<file path="src/rtl/multi_adc_extremum_pkg.sv">
// Shared types and constants for the multi-channel A/D extremum block.
package multi_adc_extremum_pkg;

  // Sequencer states, fixed 2-bit encoding
  typedef enum logic [1:0] {
    S_START = 2'd0,
    S_WAIT  = 2'd1,
    S_PRES  = 2'd2,
    S_REL   = 2'd3
  } state_t;

  // Extremum select
  localparam logic MODE_MIN = 1'b0;
  localparam logic MODE_MAX = 1'b1;

endpackage

</file>
<file path="src/rtl/multi_adc_extremum_if.sv">
// Converter/consumer bus of the extremum block. The block is the slave side.
interface multi_adc_extremum_if #(
  parameter int N = 3,
  parameter int W = 8
);
  localparam int IW = (N > 1) ? $clog2(N) : 1;

  logic [N-1:0]   eoc;
  logic [N*W-1:0] x;
  logic [N-1:0]   ch_mask;
  logic           mode;
  logic           rfd;
  logic           soc;
  logic           dav_;
  logic [W-1:0]   result;
  logic [IW-1:0]  idx;

  modport slave  (input  eoc, x, ch_mask, mode, rfd,
                  output soc, dav_, result, idx);
  modport master (output eoc, x, ch_mask, mode, rfd,
                  input  soc, dav_, result, idx);
endinterface

</file>
<file path="src/rtl/multi_adc_extremum_extremum_n.sv">
// Combinational min/max over the enabled channels. Linear chain of
// borrow-based compare-and-select stages; a strict compare keeps the
// earlier (lower) index on ties, and disabled channels are skipped.
module extremum_n
  import multi_adc_extremum_pkg::*;
#(
  parameter int N  = 3,
  parameter int W  = 8,
  localparam int IW = (N > 1) ? $clog2(N) : 1
) (
  input  logic [N*W-1:0] x,
  input  logic [N-1:0]   mask,
  input  logic           mode,
  output logic [W-1:0]   value,
  output logic [IW-1:0]  idx
);

  // Borrow out of a - b over W bits: set exactly when a < b (unsigned)
  function automatic logic borrow_out(input logic [W-1:0] a, input logic [W-1:0] b);
    logic br;
    br = 1'b0;
    for (int j = 0; j < W; j++)
      br = (~a[j] & b[j]) | (~(a[j] ^ b[j]) & br);
    return br;
  endfunction

  logic [W-1:0]  w_best;
  logic [IW-1:0] w_idx;
  logic          w_have;
  logic [W-1:0]  w_cand;
  logic          w_better;

  // Walk channels in index order, replacing the running best only on a strict win
  always_comb begin
    w_best   = '0;
    w_idx    = '0;
    w_have   = 1'b0;
    w_cand   = '0;
    w_better = 1'b0;
    for (int i = 0; i < N; i++) begin
      w_cand   = x[i*W +: W];
      w_better = (mode == MODE_MAX) ? borrow_out(w_best, w_cand)
                                    : borrow_out(w_cand, w_best);
      if (mask[i] && (!w_have || w_better)) begin
        w_best = w_cand;
        w_idx  = IW'(i);
        w_have = 1'b1;
      end
    end
  end

  assign value = w_best;
  assign idx   = w_idx;

endmodule

</file>
<file path="src/rtl/multi_adc_extremum.sv">
// Start/wait/present/release sequencer: fires the converters, waits for all
// enabled channels, latches the min or max sample and hands it to the
// consumer with an active-low data-available handshake.
module multi_adc_extremum
  import multi_adc_extremum_pkg::*;
#(
  parameter int N = 3,
  parameter int W = 8
) (
  input  logic                   clock,
  input  logic                   reset,
  multi_adc_extremum_if.slave    bus
);
  localparam int IW = (N > 1) ? $clog2(N) : 1;

  state_t        r_state, w_next;
  logic          r_soc, r_dav_n;
  logic [N-1:0]  r_mask;
  logic          r_mode;
  logic [W-1:0]  r_result;
  logic [IW-1:0] r_idx;

  logic [N-1:0]  w_mask_eff;
  logic [W-1:0]  w_value;
  logic [IW-1:0] w_idx;
  logic          w_load;

  // An empty mask means "use every channel"
  assign w_mask_eff = (bus.ch_mask == '0) ? '1 : bus.ch_mask;

  extremum_n #(.N(N), .W(W)) u_ext (
    .x     (bus.x),
    .mask  (r_mask),
    .mode  (r_mode),
    .value (w_value),
    .idx   (w_idx)
  );

  // Next-state logic
  always_comb begin
    w_next = r_state;
    case (r_state)
      S_START: if ((bus.eoc & w_mask_eff) == '0) w_next = S_WAIT;
      S_WAIT:  if (&(bus.eoc | ~r_mask))         w_next = S_PRES;
      S_PRES:  if (bus.rfd)                       w_next = S_REL;
      S_REL:   if (!bus.rfd)                      w_next = S_START;
      default:                                    w_next = S_START;
    endcase
  end

  assign w_load = (r_state == S_WAIT) && (w_next == S_PRES);

  // State register
  always_ff @(posedge clock or posedge reset) begin
    if (reset) r_state <= S_START;
    else       r_state <= w_next;
  end

  // Registered handshake outputs follow the state being entered
  always_ff @(posedge clock or posedge reset) begin
    if (reset) begin
      r_soc   <= 1'b0;
      r_dav_n <= 1'b1;
    end else begin
      r_soc   <= (w_next == S_START);
      r_dav_n <= (w_next != S_PRES);
    end
  end

  // Mask/mode track the inputs only while starting; frozen afterwards
  always_ff @(posedge clock or posedge reset) begin
    if (reset) begin
      r_mask <= '1;
      r_mode <= MODE_MIN;
    end else if (r_state == S_START) begin
      r_mask <= w_mask_eff;
      r_mode <= bus.mode;
    end
  end

  // Result capture only when all enabled conversions have completed
  always_ff @(posedge clock or posedge reset) begin
    if (reset) begin
      r_result <= '0;
      r_idx    <= '0;
    end else if (w_load) begin
      r_result <= w_value;
      r_idx    <= w_idx;
    end
  end

  assign bus.soc    = r_soc;
  assign bus.dav_   = r_dav_n;
  assign bus.result = r_result;
  assign bus.idx    = r_idx;

endmodule

</file>
<file path="src/flat_wrapper.sv">
// flat-port wrapper written by rule: the top's interface ports become plain ports
module multi_adc_extremum_flat import multi_adc_extremum_pkg::*;
#(
  parameter int N = 3,
  parameter int W = 8
)
  (clock, reset, bus_eoc, bus_x, bus_ch_mask, bus_mode, bus_rfd, bus_soc, bus_dav_, bus_result, bus_idx);
  multi_adc_extremum_if #(.N(N), .W(W)) bus_i ();
  input  logic clock;
  input  logic reset;
  input wire logic [$bits(bus_i.eoc)-1:0] bus_eoc;
  input wire logic [$bits(bus_i.x)-1:0] bus_x;
  input wire logic [$bits(bus_i.ch_mask)-1:0] bus_ch_mask;
  input wire logic [$bits(bus_i.mode)-1:0] bus_mode;
  input wire logic [$bits(bus_i.rfd)-1:0] bus_rfd;
  output wire logic [$bits(bus_i.soc)-1:0] bus_soc;
  output wire logic [$bits(bus_i.dav_)-1:0] bus_dav_;
  output wire logic [$bits(bus_i.result)-1:0] bus_result;
  output wire logic [$bits(bus_i.idx)-1:0] bus_idx;
  assign bus_i.eoc = bus_eoc;
  assign bus_i.x = bus_x;
  assign bus_i.ch_mask = bus_ch_mask;
  assign bus_i.mode = bus_mode;
  assign bus_i.rfd = bus_rfd;
  assign bus_soc = bus_i.soc;
  assign bus_dav_ = bus_i.dav_;
  assign bus_result = bus_i.result;
  assign bus_idx = bus_i.idx;
  multi_adc_extremum #(.N(N), .W(W)) u_core (.clock(clock), .reset(reset), .bus(bus_i));
endmodule
</file>
<file path="config.mk">
export PLATFORM = sky130hd
export DESIGN_NAME = multi_adc_extremum_flat
export DESIGN_NICKNAME = d
export VERILOG_FILES = /design/src/rtl/multi_adc_extremum_pkg.sv /design/src/rtl/multi_adc_extremum_if.sv /design/src/rtl/multi_adc_extremum_extremum_n.sv /design/src/rtl/multi_adc_extremum.sv /design/src/flat_wrapper.sv
export SDC_FILE = /design/constraint.sdc
export NUM_CORES = 1
export LEC_CHECK = 0
export ABC_AREA = 1
export BUFFER_PORTS_ARGS = -buffer_cell sky130_fd_sc_hd__buf_2
export CORE_UTILIZATION = 38
export DETAILED_ROUTE_END_ITERATION = 10
export HOLD_SLACK_MARGIN = 0.03
export PLACE_DENSITY = 0.63
export SLEW_MARGIN = 10
export SYNTH_ARGS = -nofsm -noshare
export SYNTH_HDL_FRONTEND = slang
export SYNTH_HIERARCHICAL = 1
export SYNTH_SLANG_ARGS = --single-unit
</file>
<file path="constraint.sdc">
create_clock -name clock -period 9.05 [get_ports clock]
set_input_delay 1.81 -clock clock [delete_from_list [all_inputs] [get_ports clock]]
set_output_delay 1.81 -clock clock [all_outputs]
set_load 0.05 [all_outputs]
</file>
==> metrics.md <==
| Metric | Value |
|---|---|
| Synthesis warning total | 6 |
| HP Start | u_core/bus.result[2]$_DFFE_PP0P_ |
| Number of synthesized register bits | 18 |
| Outcome | finished, final reports clean |
| Vias per cell | 4.30 |
| Final core utilization | 47.6% |
| Distinct cell type count after synthesis | 25 |
| Critical path launch point type | input pin |
| WHS | 483 ps |
| Die Y | 74.1 microns |
| Diodes inserted | 0 |
| CP startpoint | bus_x[1] |
| WP data arrival | 5550 ps |
| Unrepaired setup endpoints after global routing | false |
| Pwr Density | 326 nW/um^2 |
| Wire per inst | 9.24 microns |
| Min cycle time layout | 5410 ps |
| Final Slew Violations | 0 |
| Placed Area | 2250 sq um |
| DRT iter0 DRCs | 41 |
| Endpoints failing setup | 0 |
| Initial Util | 40.8% |
| Area of the multi-input gates | 1200 sq um |
| Highest Clock Rate | 185 MHz |
| Die W | 74.1 microns |
| Post-CTS setup repair buffer count | 0 |
| Area growth syn-to-layout | 16.8% |
| Post-route DRC | 0 |
| Clk slew on worst S/H paths | 70 ps |
| Worst path most repeated cell | nand2_1 |
| Sequential cell area | 455 sq um |
| Global-route wire length before repair | 6780 microns |
| Hold WC Path Type | register to register |
| R2r worst-path depth | 49 |
| Actual slew at the worst max-slew pin | 677 ps |
| Num ports | 46 |
| GRT Overall Usage | 15.8% |
| Leakage | 0.00155 uW |
| Setup TNS | 0 ps |
| Grt ovf | 0 |
| Relative slew slack | 54.8% |
| Vias in the first global route | 1630 |
| Synth Instances | 309 |
| Setup crit end | u_core/bus.result[1]$_DFFE_PP0P_ |
| Fill cell count | 507 |
| Hold Fails Final Rpt | 0 |
| Slowest cell on crit path | ha_1 |
| Clk_lat worst skew | 250 ps |
| Clock Skew | 1.91 ps |
| Die ar. | 5490 sq um |
| Design area | 2310 sq um |
| Resize count post-CTS | 0 |
| Max cap viols | 0 |
| CTS max path bufs | 2 |
| Site Rows | 25 |
| Setup slack, reg-to-reg | 4560 ps |
| Syn Std Cell Area | 1980 sq um |
| Syn Nets | 371 |
| Initial antenna violation count | 0 |
| GP Congestion | 0.808 |
| H-tree levels | 1 |
| Hold Path Stages | 2 |
| Reg-to-reg startpoint | u_core/r_mask[0]$_DFFE_PP1N_ |
| Num CTS Buffers | 3 |
| Worst EP required | 9190 ps |
| Hold Buf Count CTS | 0 |
| Via count of the routed design | 1810 |
| CP peak stage delay | 310 ps |
| Drt pass-1 iters | 4 |
| CTS tree | done |
| Reg2reg end | u_core/bus.result[1]$_DFFE_PP0P_ |
| Hpwl dp | 3270 microns |
| Critical Path Sink Type | register |
| Crit path max fanout | 17 |
| # port buffers | 45 |
| CTS sink count | 18 |
| Crit path kind | input pin to register |
| Root buffer cell | clkbuf_8 |
| Final ANT Viol Nets | 0 |
| Largest net degree at the start of global routing | 19 |
| Total wire length | 3890 microns |
| Register area share after synthesis | 23.0% |
| Core area | 4850 sq um |
| Fin crit share | 59.8% |
| Syn_area_per_cell | 6.40 sq um |
| Share of layout cells above drive strength 1 | 23.4% |
| Max VDD drop | 132 uV |
| Nets | 417 |
==> Yosys cell counts (all sizes together) <==
master / instances / area (sq um)
nand3: 18 / 123
inv: 74 / 280
ha: 28 / 350
dfstp: 4 / 105
or2: 1 / 6.26
a21oi: 1 / 8.76
o21ai: 10 / 50.1
buf: 3 / 27.5
clkbuf: 1 / 3.75
clkinv: 1 / 5.00
o21a: 1 / 7.51
dfrtp: 14 / 350
nand2: 146 / 609
nand4: 1 / 12.5
nor2: 6 / 37.5
==> how the worst min path moves through the flow <==
stage,endpoint,slack (ps)
2_1_floorplan,u_core/r_mask[0]$_DFFE_PP1N_,460
3_3_place_gp,u_core/bus.result[2]$_DFFE_PP0P_,460
3_5_place_dp,u_core/bus.result[3]$_DFFE_PP0P_,470
4_1_cts,u_core/bus.result[5]$_DFFE_PP0P_,490
5_1_grt,u_core/bus.idx[1]$_DFFE_PP0P_,510
6_report,u_core/bus.result[2]$_DFFE_PP0P_,480
==> power by group <==
group          internal (uW)  switching, uW
sequential               123           41.0
clock                   38.6           26.5
combinational            170            354
==> layout by cell type, fill, tap and decap left out, types with 2 or more instances in the layout <==
master / Yosys / routed
nand3_1: 13 / 13
buf_2: 1 / 45
nand2_1: 131 / 131
nor2_2: 3 / 3
nand3_2: 4 / 4
nand2_4: 2 / 2
dfrtp_1: 14 / 14
o21ai_0: 10 / 10
clkbuf_8: 0 / 4
nand2_2: 12 / 12
ha_1: 28 / 28
dfstp_2: 4 / 4
nor2_1: 2 / 2
inv_1: 72 / 72
==> kinds of logic (layout without fill, tap and decap cells) <==
group	Yosys count	in the layout	share of synthesized area, %
buf+inv	79	124	16.0
compound gates	12	12	3.35
simple gates	172	172	39.9
fa+ha+maj	28	28	17.7
flops	18	18	23.0
==> state kept, by name, summed over array words and instances, names as in the netlist <==
signal / flops
u_core/bus.result: 8
u_core/r_mask: 3
u_core/bus.idx: 2
u_core/r_state: 2
u_core/bus.dav_: 1
u_core/bus.soc: 1
u_core/r_mode: 1
==> area by class of cell <==
type,count,area share [%]
Multi-Input combinational cell,212,52.2
Tap cell,67,3.63
Clock buffer,4,2.38
Inverter,75,12.4
Timing Repair Buffer,45,9.75
Sequential cell,18,19.7
==> critical path: cells and delay by family <==
family	cells	cell delay, ps
adders and majority gates	2	590
and+or+nand+nor	42	2690
AOI/OAI and AO/OA	1	110
buffers and inverters	5	330
==> layer usage <==
metal	vias up	GRT usage, %	routed length, microns
met5	-	0	0
met4	0	4.70	34
met3	4	3.79	189
met2	35	26.3	1810
met1	779	20.2	1860
li1	992	-	-
==> metrics by stage <==
stage / instances / setup WS [ps] / total power (uW)
after global placement: 417 / 3390 / 688
after CTS: 421 / 3610 / 762
final: 421 / 3640 / 753
after floorplan: 309 / 3700 / 596
after global routing: 421 / 2920 / 847
after detailed placement: 417 / 3360 / 694
No activity file was read; power rests on OpenSTA's default activity.
